File: config.mk
export PLATFORM = sky130hd
export DESIGN_NAME = ctrl_pipe
export DESIGN_NICKNAME = d
export VERILOG_FILES = /design/src/rtl/ctrl_pkg.sv /design/src/rtl/ctrl_pipe_hazard.sv /design/src/rtl/ctrl_pipe.sv
export SDC_FILE = /design/constraint.sdc
export NUM_CORES = 1
export LEC_CHECK = 0
export CORE_MARGIN = 4
export CORE_UTILIZATION = 35
export DETAILED_ROUTE_END_ITERATION = 12
export SLEW_MARGIN = 20
export SYNTH_ARGS = -nofsm -noshare
export SYNTH_HDL_FRONTEND = slang
export SYNTH_SLANG_ARGS = --single-unit
File: constraint.sdc
create_clock -name clk -period 4.79 [get_ports clk]
set_input_delay 0.479 -clock clk [delete_from_list [all_inputs] [get_ports clk]]
set_output_delay 0.479 -clock clk [all_outputs]
set_load 0.02 [all_outputs]
File: src/rtl/ctrl_pkg.sv
// Shared widths, bundle bit positions and pipeline register layouts
// used by the control pipeline.
package ctrl_pkg;

  localparam int EX_W  = 4;
  localparam int M_W   = 3;
  localparam int WB_W  = 2;
  localparam int REG_W = 5;

  localparam int EX_REGDST   = 3;
  localparam int EX_ALUOP_HI = 2;
  localparam int EX_ALUOP_LO = 1;
  localparam int EX_ALUSRC   = 0;
  localparam int M_BRANCH    = 2;
  localparam int M_MEMREAD   = 1;
  localparam int M_MEMWRITE  = 0;
  localparam int WB_REGWRITE = 1;
  localparam int WB_MEMTOREG = 0;

  localparam logic [5:0] OP_RTYPE = 6'h00;
  localparam logic [5:0] OP_LW    = 6'h23;
  localparam logic [5:0] OP_SW    = 6'h2b;
  localparam logic [5:0] OP_BEQ   = 6'h04;
  localparam logic [5:0] OP_NOP   = 6'h00;

  localparam logic [EX_W-1:0] EX_NOP = '0;
  localparam logic [M_W-1:0]  M_NOP  = '0;
  localparam logic [WB_W-1:0] WB_NOP = '0;

  typedef struct packed {
    logic [EX_W-1:0]  ex;
    logic [M_W-1:0]   m;
    logic [WB_W-1:0]  wb;
    logic [REG_W-1:0] rt;
    logic [REG_W-1:0] rd;
  } idex_t;

  typedef struct packed {
    logic [M_W-1:0]   m;
    logic [WB_W-1:0]  wb;
    logic [REG_W-1:0] dst;
    logic             zero;
  } exmem_t;

  typedef struct packed {
    logic [WB_W-1:0]  wb;
    logic [REG_W-1:0] dst;
  } memwb_t;

  function automatic logic [REG_W-1:0] sel_dst(input logic regdst,
                                               input logic [REG_W-1:0] rt,
                                               input logic [REG_W-1:0] rd);
    return regdst ? rd : rt;
  endfunction

endpackage

File: src/rtl/ctrl_pipe_hazard.sv
// Load-use stall and MEM-stage branch resolution; a taken branch overrides
// any stall raised in the same cycle.
module hazard_detect
  import ctrl_pkg::*;
(
  input  logic             idex_memread_i,
  input  logic [REG_W-1:0] idex_rt_i,
  input  logic [REG_W-1:0] id_rs_i,
  input  logic [REG_W-1:0] id_rt_i,
  input  logic             exmem_branch_i,
  input  logic             exmem_zero_i,
  output logic             stall_o,
  output logic             take_o,
  output logic             pc_write_o,
  output logic             if_id_write_o,
  output logic             if_id_flush_o,
  output logic             pcsrc_o
);

  always_comb begin
    stall_o       = idex_memread_i && (idex_rt_i != '0) &&
                    ((idex_rt_i == id_rs_i) || (idex_rt_i == id_rt_i));
    take_o        = exmem_branch_i && exmem_zero_i;
    pc_write_o    = !stall_o || take_o;
    if_id_write_o = !stall_o || take_o;
    if_id_flush_o = take_o;
    pcsrc_o       = take_o;
  end

endmodule

File: src/rtl/ctrl_pipe.sv
// ID/EX, EX/MEM and MEM/WB control registers with load-use bubbling,
// branch squash and saturating debug counters.
module ctrl_pipe
  import ctrl_pkg::*;
#(
  parameter int CNT_W = 16
) (
  input  logic             clk,
  input  logic             rst_n,
  input  logic [EX_W-1:0]  id_ex,
  input  logic [M_W-1:0]   id_m,
  input  logic [WB_W-1:0]  id_wb,
  input  logic [REG_W-1:0] id_rs,
  input  logic [REG_W-1:0] id_rt,
  input  logic [REG_W-1:0] id_rd,
  input  logic             ex_alu_zero,
  output logic [EX_W-1:0]  ex_ctrl,
  output logic [REG_W-1:0] ex_rt,
  output logic [M_W-1:0]   mem_m,
  output logic [WB_W-1:0]  mem_wb,
  output logic [REG_W-1:0] mem_dst,
  output logic [WB_W-1:0]  wb_wb,
  output logic [REG_W-1:0] wb_dst,
  output logic             pc_write,
  output logic             if_id_write,
  output logic             if_id_flush,
  output logic             pcsrc,
  output logic [CNT_W-1:0] stall_cnt,
  output logic [CNT_W-1:0] flush_cnt
);

  idex_t            idex_q, idex_d;
  exmem_t           exmem_q, exmem_d;
  memwb_t           memwb_q, memwb_d;
  logic [CNT_W-1:0] stall_cnt_q, stall_cnt_d;
  logic [CNT_W-1:0] flush_cnt_q, flush_cnt_d;
  logic             stall, take;

  hazard_detect u_hazard (
    .idex_memread_i (idex_q.m[M_MEMREAD]),
    .idex_rt_i      (idex_q.rt),
    .id_rs_i        (id_rs),
    .id_rt_i        (id_rt),
    .exmem_branch_i (exmem_q.m[M_BRANCH]),
    .exmem_zero_i   (exmem_q.zero),
    .stall_o        (stall),
    .take_o         (take),
    .pc_write_o     (pc_write),
    .if_id_write_o  (if_id_write),
    .if_id_flush_o  (if_id_flush),
    .pcsrc_o        (pcsrc)
  );

  // rs is only needed by the hazard compare in ID, so ID/EX does not keep it.
  always_comb begin
    idex_d = '{ex: id_ex, m: id_m, wb: id_wb, rt: id_rt, rd: id_rd};
    if (stall || take) idex_d = '0;

    exmem_d = '{m: idex_q.m, wb: idex_q.wb,
                dst: sel_dst(idex_q.ex[EX_REGDST], idex_q.rt, idex_q.rd),
                zero: ex_alu_zero};
    if (take) exmem_d = '0;

    memwb_d = '{wb: exmem_q.wb, dst: exmem_q.dst};

    stall_cnt_d = stall_cnt_q;
    if (stall && !take && (stall_cnt_q != '1)) stall_cnt_d = stall_cnt_q + CNT_W'(1);

    flush_cnt_d = flush_cnt_q;
    if (take && (flush_cnt_q != '1)) flush_cnt_d = flush_cnt_q + CNT_W'(1);
  end

  always_ff @(posedge clk) begin
    if (!rst_n) begin
      idex_q      <= '0;
      exmem_q     <= '0;
      memwb_q     <= '0;
      stall_cnt_q <= '0;
      flush_cnt_q <= '0;
    end else begin
      idex_q      <= idex_d;
      exmem_q     <= exmem_d;
      memwb_q     <= memwb_d;
      stall_cnt_q <= stall_cnt_d;
      flush_cnt_q <= flush_cnt_d;
    end
  end

  assign ex_ctrl   = idex_q.ex;
  assign ex_rt     = idex_q.rt;
  assign mem_m     = exmem_q.m;
  assign mem_wb    = exmem_q.wb;
  assign mem_dst   = exmem_q.dst;
  assign wb_wb     = memwb_q.wb;
  assign wb_dst    = memwb_q.dst;
  assign stall_cnt = stall_cnt_q;
  assign flush_cnt = flush_cnt_q;

endmodule

==> key figures, run 1 <==
Clocking
  • # clock sinks: 69
  • Root buffer cell: clkbuf_8
  • Num CTS Buffers: 9
  • Post-cts sizing count: 0
  • Worst-path clk slew: 70 ps
  • CTS Hold Bufs: 0
  • Clk Latency, worst-skew pair: 340 ps
  • CTS H-tree lvls: 3
  • Post-CTS setup buffer count: 0
  • CTS tree: built
  • Clk buf depth: 2

Floorplan
  • Height of the die: 99.2 µm
  • DIE AREA: 9850 µm²
  • Num rows: 33
  • Die width: 99.2 µm
  • Core area: 8180 µm²
  • I/O Pins: 89
  • Initial Util: 35.6%

Finish
  • Fraction of layout cells with a size suffix above 1: 6.09%
  • Nets: 418
  • Area of the multi-input gates: 1380 µm²
  • Commonest non-fill, non-tap cell in the layout: clkdlybuf4s50_1
  • Commonest cells after routing, fill and taps aside: clkdlybuf4s50_1, dfxtp_1, nand2_1
  • Diodes inserted: 0
  • Design Area, Final: 4050 µm²
  • Fillers: 778
  • Final Util: 49.5%
  • Register Area: 1380 µm²
  • Area Overhead vs Synth: 39.0%

Global route
  • Global-route usage over all layers: 14.0%
  • Congestion Overflow GR: 0
  • Antenna violations before repair: 0
  • First-pass GRT wire length: 11.1 mm
  • Vias in the first global route: 2281
  • Largest net degree at the start of global routing: 30

STA
  • Pins Over Slew Limit: 0
  • Final WS setup: 1710 ps
  • Slew HR: 48.3%
  • Hold Violations, Final: 0
  • Fmax achieved: 325 MHz
  • Setup Skew: 10.1 ps
  • RSZ-0062 raised after global routing: no
  • Final TNS setup: 0 ps
  • Fin crit share: 64.3%
  • Crit path time final: 3080 ps
  • Tightest Pin Transition: 775 ps
  • Final setup fails: 0

Pwr
  • Overall power: 1.29 mW
  • Switch share: 21.9%
  • VDD IR max: 0.179 mV
  • Clock share of power: 45.3%
  • Psw: 0.282 mW
  • Int Pwr: 1.01 mW
  • Sequential share of power: 46.6%
  • Lkg Pwr: 1.45 nW
  • Pwr/cell area: 318 nW/µm²
  • Logic pwr share: 8.2%

Worst setup path
  • CP max FO: 29
  • CP endpoint kind: primary output
  • Crit start category: flip-flop
  • Critical Path Max Stage Delay: 540 ps
  • Kind of critical path: flip-flop to primary output
  • Slowest CP cell: clkdlybuf4s50_1
  • Critical path arrival: 2600 ps
  • Worst r2r path cells: 7
  • Req. time, crit path: 4310 ps
  • Critical Path, Cell by Cell: nand2_1 > inv_1 > nor3_1 > a32oi_1 > buf_4 > or2_2 > clkdlybuf4s50_1

Route
  • Via/cell ratio: 4.91
  • DRC Markers: 0
  • Via count: 2450
  • Final Routed Wirelength: 6.79 mm
  • Final ANT Viol Nets: 0
  • DRT Pass-1 Iters: 5
  • WL per Instance: 13.6 µm
  • Initial DRC count: 71

Synthesis
  • Post-synth top area share: 47.4%
  • Count of synthesis-stage warnings from yosys: 0
  • Fraction of registers with async set/reset: 0%
  • Post-Synthesis Cells: 312
  • Synth area leaders: dfxtp_1, and2_1, mux2i_1, nand2_1, buf_4
  • Post-Syn Area per Cell: 9.34 µm²
  • EDFF count, synth: 0
  • Post-synthesis sequential area ratio: 47.4%
  • Syn_nets: 341
  • Synth cell types: 45
  • Commonest register cell after synthesis: dfxtp_1
  • Cell taking the most area after synthesis: dfxtp_1
  • Register bit count reported by yosys: 69
  • Synthesized cell area: 2910 µm²

Placed design
  • Half-perimeter wire length after placement: 4.94 mm
  • Worst slack at placement: 1720 ps
  • GP Congestion: 0.757
  • I/O Buffers: 88
  • Post-DP Area: 3800 µm²

Outcome
  • Outcome: finished clean

Min path
  • HP Class: flip-flop to flip-flop
  • Hold depth: 1

Job
  • Max-cap violations: 0
-- kinds of logic (layout without fill, tap and decap cells) --
family                     after synthesis  in the layout  synth area share (%)
adders and majority gates                2              2                 0.859
xor gates and xnor gates                16             16                  4.81
AOI/OAI and AO/OA                       45             45                  10.8
muxes                                   12             12                  4.12
buffers and inverters                   28            110                  5.28
and+or+nand+nor                        140            140                  26.8
DFF                                     69             69                  47.4
-- synth_stat cells, types with 8 or more instances --
master	n
dfxtp_1	69
or4_1	10
nand3_1	12
o31ai_1	10
buf_4	12
nor2_1	21
nand2_1	27
mux2i_1	12
xor2_1	10
and2_1	26
a21oi_1	16
and3_1	8
-- flip-flops by register name (all words and copies together) (netlist names) --
signal and cells:
ex_rt 5, mem_m 3, stall_cnt 16, mem_dst 5, wb_dst 5, exmem_q 1
ex_ctrl 4, mem_wb 2, idex_q 10, wb_wb 2, flush_cnt 16
-- worst max-delay path: cells and delay by family (launching register included) --
kind                   cells  cell delay (ps)
and+or+nand+nor            3              850
AOI/OAI and AO/OA          1               80
buffers and inverters      3              990
DFF                        1              340
-- metal layers --
| metal | part of all wire, % | GRT usage [%] |
|---|---|---|
| met3 | 7.8 | 6.59 |
| met4 | 1.0 | 4.41 |
| met5 | 0 | 0 |
| met1 | 43 | 16.4 |
| met2 | 49 | 22.7 |
-- power groups by stage --
stage	combinational, mW	clock, mW	sequential (mW)
after floorplan	0.0541	0	0.617
after global placement	0.106	0	0.614
after detailed placement	0.106	0	0.614
after CTS	0.106	0.603	0.601
after global routing	0.114	0.626	0.602
final	0.105	0.583	0.600
-- layout make-up --
| cell class | instances | share of cell area, % |
|---|---|---|
| multi-input cells | 215 | 34.0 |
| well taps | 105 | 3.24 |
| clock inverters | 5 | 2.63 |
| clock buffers | 11 | 3.49 |
| flip-flops and latches | 69 | 34.1 |
| repair buffers | 90 | 22.1 |
| inverters | 4 | 0.371 |
-- stage by stage --
step,instances,hold WS [ps]
2_1_floorplan,312,437
3_3_place_gp,483,439
3_5_place_dp,483,446
4_1_cts,499,462
5_1_grt,499,480
6_report,499,457
-- final timing paths --
| kind | start | to | slack, ps |
|---|---|---|---|
| setup / recovery | mem_m[2]$_SDFF_PP0_ | if_id_write | 1710 |
| hold / removal | mem_wb[1]$_SDFF_PP0_ | wb_wb[1]$_SDFF_PN0_ | 460 |
| setup reg to reg | mem_m[2]$_SDFF_PP0_ | stall_cnt[5]$_SDFFE_PN0P_ | 2630 |
| hold reg to reg | mem_wb[1]$_SDFF_PP0_ | wb_wb[1]$_SDFF_PN0_ | 460 |
No activity file was read; power rests on OpenSTA's default activity.
==> inputs of run 2 (changes only) <==
PLACE_DENSITY = 0.65   (was default)
clock period = 2.5 ns   (was 4.79 ns; I/O delays follow)
==> key figures, run 2 (same netlist as run 1, synthesis figures left out) <==
Outcome
  • Outcome: finished clean

Clocking
  • Num CTS Buffers: 9 (unchanged)
  • Clk Latency, worst-skew pair: 340 ps (about the same)
  • CTS Hold Bufs: 0 (unchanged)
  • CTS H-tree lvls: 3 (unchanged)
  • Worst-path clk slew: 70 ps (about the same)
  • Root buffer cell: clkbuf_8
  • CTS tree: built
  • # clock sinks: 69 (unchanged)
  • Clk buf depth: 2 (unchanged)

Placed design
  • DP Cell Count: 485 (+0.41%)
  • Half-perimeter wire length after placement: 5.08 mm (+3.0%)
  • Worst slack at placement: 111 ps (-1610 ps)
  • I/O Buffers: 88 (unchanged)
  • Post-DP Area: 3820 µm² (+0.39%)
  • GP Congestion: 0.781 (+3.1%)

STA
  • Final WS setup: 181 ps (-1530 ps)
  • Tightest Pin Transition: 785 ps (+9.98 ps)
  • Worst hold margin: 462 ps (+5.03 ps)
  • Fin crit share: 92.8%
  • Hold Violations, Final: 0 (unchanged)
  • Pins Over Slew Limit: 0 (unchanged)
  • RSZ-0062 raised after global routing: no
  • Fmax achieved: 431 MHz
  • Final TNS setup: 0 ps (unchanged)
  • Crit path time final: 2320 ps
  • Final setup fails: 0 (unchanged)
  • Setup Skew: 4.81 ps (-5.26 ps)
  • Slew HR: 47.6% (-0.67 points)

Job
  • Max-cap violations: 0 (unchanged)

Worst setup path
  • Critical Path, Cell by Cell: or4_1 > o21a_1 > inv_1 > or2_2 > dlygate4sd2_1
  • Req. time, crit path: 2250 ps (-2060 ps)
  • R2R Path Start: ex_rt[4]$_SDFF_PP0_
  • Critical Path Max Stage Delay: 530 ps (about the same)
  • Cell family with most CP delay: simple AND/OR/NAND/NOR gates
  • Instance count on the critical path: 5 (-2)
  • Worst Path Buf+Inv: 2 (-1)
  • Worst R2R End: stall_cnt[11]$_SDFFE_PN0P_
  • Critical path arrival: 2070 ps (-530 ps)
  • Critical path endpoint: if_id_write
  • Worst r2r path cells: 6 (-1)
  • Kind of critical path: flip-flop to primary output
  • CP max FO: 7 (-76%)
  • Worst Setup SP: ex_rt[2]$_SDFF_PP0_
  • Crit start category: flip-flop
  • R2r setup slk: 480 ps (-2150 ps)
  • CP endpoint kind: primary output
  • Slowest CP cell: or4_1

Finish
  • Final Util: 49.5% (about the same)
  • Design Area, Final: 4050 µm² (about the same)
  • Fraction of layout cells with a size suffix above 1: 6.82% (+0.73 points)
  • Diodes inserted: 0 (unchanged)
  • Area Overhead vs Synth: 38.9% (about the same)
  • Fillers: 771 (-0.90%)
  • Commonest non-fill, non-tap cell in the layout: clkdlybuf4s50_1
  • Commonest cells after routing, fill and taps aside: clkdlybuf4s50_1, dfxtp_1, nand2_1
  • Area of the multi-input gates: 1380 µm² (unchanged)
  • Register Area: 1380 µm² (unchanged)
  • Non-filler cells, final: 501 (+0.40%)
  • Nets: 420 (+0.48%)

Pwr
  • VDD IR max: 0.331 mV (+85%)
  • Lkg Pwr: 1.45 nW (about the same)
  • Pwr/cell area: 592 nW/µm² (+86%)
  • Overall power: 2.40 mW (+86%)

Route
  • Via/cell ratio: 4.95 (+0.82%)
  • DRC Markers: 0 (unchanged)
  • WL per Instance: 13.7 µm (+0.70%)
  • DRT Pass-1 Iters: 4 (-1)
  • Final ANT Viol Nets: 0 (unchanged)
  • Final Routed Wirelength: 6.87 mm (+1.1%)
  • Initial DRC count: 68 (-4.2%)
  • Via count: 2480 (+1.2%)

Floorplan
  • Height of the die: 99.2 µm (unchanged)
  • Core area: 8180 µm² (unchanged)
  • DIE AREA: 9850 µm² (unchanged)
  • I/O Pins: 89 (unchanged)
  • Die width: 99.2 µm (unchanged)
  • Initial Util: 35.6% (unchanged)
  • Num rows: 33 (unchanged)

Global route
  • Global-route usage over all layers: 14.3% (+0.30 points)
  • Congestion Overflow GR: 0 (unchanged)
  • Antenna violations before repair: 0 (unchanged)
  • Largest net degree at the start of global routing: 29 (-3.3%)
  • Vias in the first global route: 2392 (+4.9%)
  • First-pass GRT wire length: 11.3 mm (+1.7%)

Min path
  • HP Class: flip-flop to flip-flop
-- run 2: worst min-delay path by stage --
stage / start / endpoint / slack, ps / depth (start not counted)
floorplan: id_ex[0] / ex_ctrl[0]$_SDFF_PP0_ / 370 / 1
global placement: idex_q[11]$_SDFF_PP0_ / mem_wb[1]$_SDFF_PP0_ / 440 / 1
detailed placement: idex_q[14]$_SDFF_PP0_ / mem_m[2]$_SDFF_PP0_ / 450 / 1
CTS: id_ex[3] / ex_ctrl[3]$_SDFF_PP0_ / 450 / 2
global route: id_wb[0] / idex_q[10]$_SDFF_PP0_ / 450 / 2
finish: idex_q[14]$_SDFF_PP0_ / mem_m[2]$_SDFF_PP0_ / 460 / 1
-- run 2: per-layer routing --
metal / global-route usage [%] / vias up / share of wire (%)
li1: - / 1252 / -
met1: 15.6 / 1159 / 43
met2: 24.6 / 59 / 48
met3: 4.77 / 10 / 6.8
met4: 7.14 / 0 / 2.0
met5: 0 / - / 0
-- run 2: power breakdown --
group / switching, mW / internal [mW]
logic: 0.0954 / 0.107
registers: 0.0203 / 1.13
clock network: 0.425 / 0.618
total: 0.541 / 1.85
-- run 2: worst reg2reg max path, cell delays in order (launching register included) --
cell	delay [ps]
dfxtp_1	380
xor2_1	180
nor3_1	320
a32oi_1	130
buf_4	240
or4_1	540
a21oi_1	150
-- run 2: layout make-up --
type,count,share of cell area [%]
clock inverters,5,2.01
inverters,4,0.371
repair buffers,92,22.4
flip-flops and latches,69,34.1
multi-input cells,215,34.1
clock buffers,11,3.74
well taps,105,3.25
-- run 2: what timing repair did --
item,CTS,global route
endpoints found under the setup margin,2,0
resized for setup,2,0
buffers inserted,0,0
==> inputs of run 3 (changes only) <==
CAP_MARGIN = 0   (was default)
CTS_CLUSTER_DIAMETER = 150   (was default)
PLACE_DENSITY = 0.67   (was 0.65)
==> key figures, run 3 (same netlist as run 1, synthesis figures left out) <==
Outcome
  • Outcome: finished clean

Pwr
  • Int Pwr: 1.60 mW (-14%)
  • Overall power: 2.16 mW (-9.7%)
  • Logic pwr share: 9.4% (+0.9 points)
  • VDD IR max: 0.307 mV (-7.3%)
  • Clock share of power: 37.5% (-6.0 points)
  • Pwr/cell area: 542 nW/µm² (-8.4%)
  • Sequential share of power: 53.1% (+5.1 points)
  • Switch share: 25.9% (+3.4 points)
  • Psw: 0.561 mW (+3.8%)
  • Lkg Pwr: 1.41 nW (-2.5%)

Finish
  • Fillers: 789 (+2.3%)
  • Non-filler cells, final: 501 (unchanged)
  • Final Util: 48.8% (-0.69 points)
  • Nets: 420 (unchanged)
  • Area Overhead vs Synth: 37.0%
  • Commonest cells after routing, fill and taps aside: clkdlybuf4s50_1, dfxtp_1, nand2_1
  • Fraction of layout cells with a size suffix above 1: 6.57% (-0.25 points)
  • Diodes inserted: 0 (unchanged)
  • Design Area, Final: 3990 µm² (-1.4%)
  • Commonest non-fill, non-tap cell in the layout: clkdlybuf4s50_1

Clocking
  • CTS H-tree lvls: 3 (unchanged)
  • Num CTS Buffers: 9 (unchanged)
  • Worst-path clk slew: 80 ps (about the same)
  • Root buffer cell: clkbuf_8
  • Clk buf depth: 2 (unchanged)
  • Post-CTS setup buffer count: 0 (unchanged)
  • # clock sinks: 69 (unchanged)
  • Clk Latency, worst-skew pair: 340 ps (about the same)
  • CTS tree: built

Route
  • Final Routed Wirelength: 6.73 mm (-2.0%)
  • Top sig layer: met4
  • Via count: 2451 (-1.2%)
  • Met1 Routed Length: 2.85 mm (-3.3%)
  • Routed wl met2: 3.38 mm (+1.8%)
  • DRT Pass-1 Iters: 4 (unchanged)
  • Final ANT Viol Nets: 0 (unchanged)
  • Initial DRC count: 44 (-35%)
  • WL per Instance: 13.4 µm (-2.0%)
  • DRC Markers: 0 (unchanged)
  • Via/cell ratio: 4.89 (-1.2%)
  • Met3 WL: 430 µm (-7.7%)

STA
  • Fin crit share: 94.1% (+1.3 points)
  • Final TNS setup: 0 ps (unchanged)
  • RSZ-0062 raised after global routing: no
  • Setup Skew: 10.8 ps (+6.01 ps)
  • Slew HR: 47.1% (-0.51 points)
  • Fmax achieved: 425 MHz (-1.4%)
  • Final setup fails: 0 (unchanged)
  • Pins Over Slew Limit: 0 (unchanged)
  • Crit path time final: 2350 ps (+33.4 ps)
  • Tightest Pin Transition: 793 ps (+7.64 ps)
  • Hold Violations, Final: 0 (unchanged)

Floorplan
  • DIE AREA: 9850 µm² (unchanged)
  • Core area: 8180 µm² (unchanged)
  • Height of the die: 99.2 µm (unchanged)
  • Initial Util: 35.6% (unchanged)
  • Num rows: 33 (unchanged)
  • I/O Pins: 89 (unchanged)
  • Die width: 99.2 µm (unchanged)

Worst setup path
  • Crit start category: flip-flop
  • Kind of critical path: flip-flop to primary output
  • Critical path arrival: 2100 ps (+30 ps)
  • Slowest CP cell: or4_1
  • Critical Path, Cell by Cell: or4_1 > o21a_1 > inv_1 > or2_2 > dlygate4sd2_1
  • Critical Path Max Stage Delay: 540 ps (about the same)
  • CP endpoint kind: primary output
  • Worst Setup SP: ex_rt[2]$_SDFF_PP0_
  • CP max FO: 7 (unchanged)
  • Req. time, crit path: 2250 ps (about the same)
  • R2R Path Start: ex_rt[0]$_SDFF_PP0_

Global route
  • First-pass GRT wire length: 11.6 mm (+2.6%)
  • Antenna violations before repair: 0 (unchanged)
  • Vias in the first global route: 2435 (+1.8%)
  • Largest net degree at the start of global routing: 29 (unchanged)
  • Congestion Overflow GR: 0 (unchanged)
  • Global-route usage over all layers: 14.5% (+0.27 points)

Placed design
  • Post-DP Area: 3820 µm² (unchanged)
  • GP Congestion: 0.803 (+2.8%)
  • Half-perimeter wire length after placement: 5.03 mm (-1.1%)
  • DP Cell Count: 485 (unchanged)
  • I/O Buffers: 88 (unchanged)

Min path
  • Worst hold start: mem_dst[4]$_SDFF_PP0_
  • HP Class: flip-flop to flip-flop

Job
  • Max-cap violations: 0 (unchanged)
[run 3: layout make-up]
cell class / count / area [µm²] / area share, %
multi-input combinational: 215 / 1380 / 34.5
sequential: 69 / 1380 / 34.6
clock inverter: 6 / 48.8 / 1.22
clock buffer: 10 / 128 / 3.20
inverter: 4 / 15.0 / 0.376
tap: 105 / 131 / 3.29
timing repair buffer: 92 / 908 / 22.8
[run 3: repair_timing]
action	CTS	global route
endpoints found under the setup margin	2	0
gates resized for setup	2	0
hold buffers	0	0
[run 3: metal layers]
metal / up-vias / track usage [%]
li1: 1244 / -
met1: 1154 / 16.4
met2: 47 / 24.8
met3: 6 / 5.89
met4: 0 / 4.94
met5: - / 0
[run 3: critical path, delay by kind of cell (launching register included)]
family	cells	cell delay, ps
AND/OR/NAND/NOR	2	670
buffers and inverters	2	440
flip-flops	1	370
AO/OA/AOI/OAI	1	270
[run 3: worst paths after layout]
check	end	depth (start not counted)	slack, ps
setup / recovery	pc_write	5	150
hold reg to reg	wb_dst[4]$_SDFF_PN0_	1	460
hold / removal	wb_dst[4]$_SDFF_PN0_	1	460
setup reg to reg	stall_cnt[8]$_SDFFE_PN0P_	6	480
[run 3: metrics by stage]
| step | hold WS, ps | setup WS [ps] |
|---|---|---|
| after floorplan | 372 | 606 |
| after global placement | 439 | 132 |
| after detailed placement | 444 | 87.1 |
| after CTS | 437 | 124 |
| after global routing | 439 | 27.3 |
| final | 458 | 147 |
[run 3: power groups by stage]
stage | combinational, mW | sequential (mW) | clock [mW]
floorplan | 0.104 | 1.18 | 0
global placement | 0.203 | 1.17 | 0
detailed placement | 0.206 | 1.18 | 0
CTS | 0.206 | 1.15 | 0.843
global route | 0.224 | 1.15 | 0.887
finish | 0.203 | 1.15 | 0.811
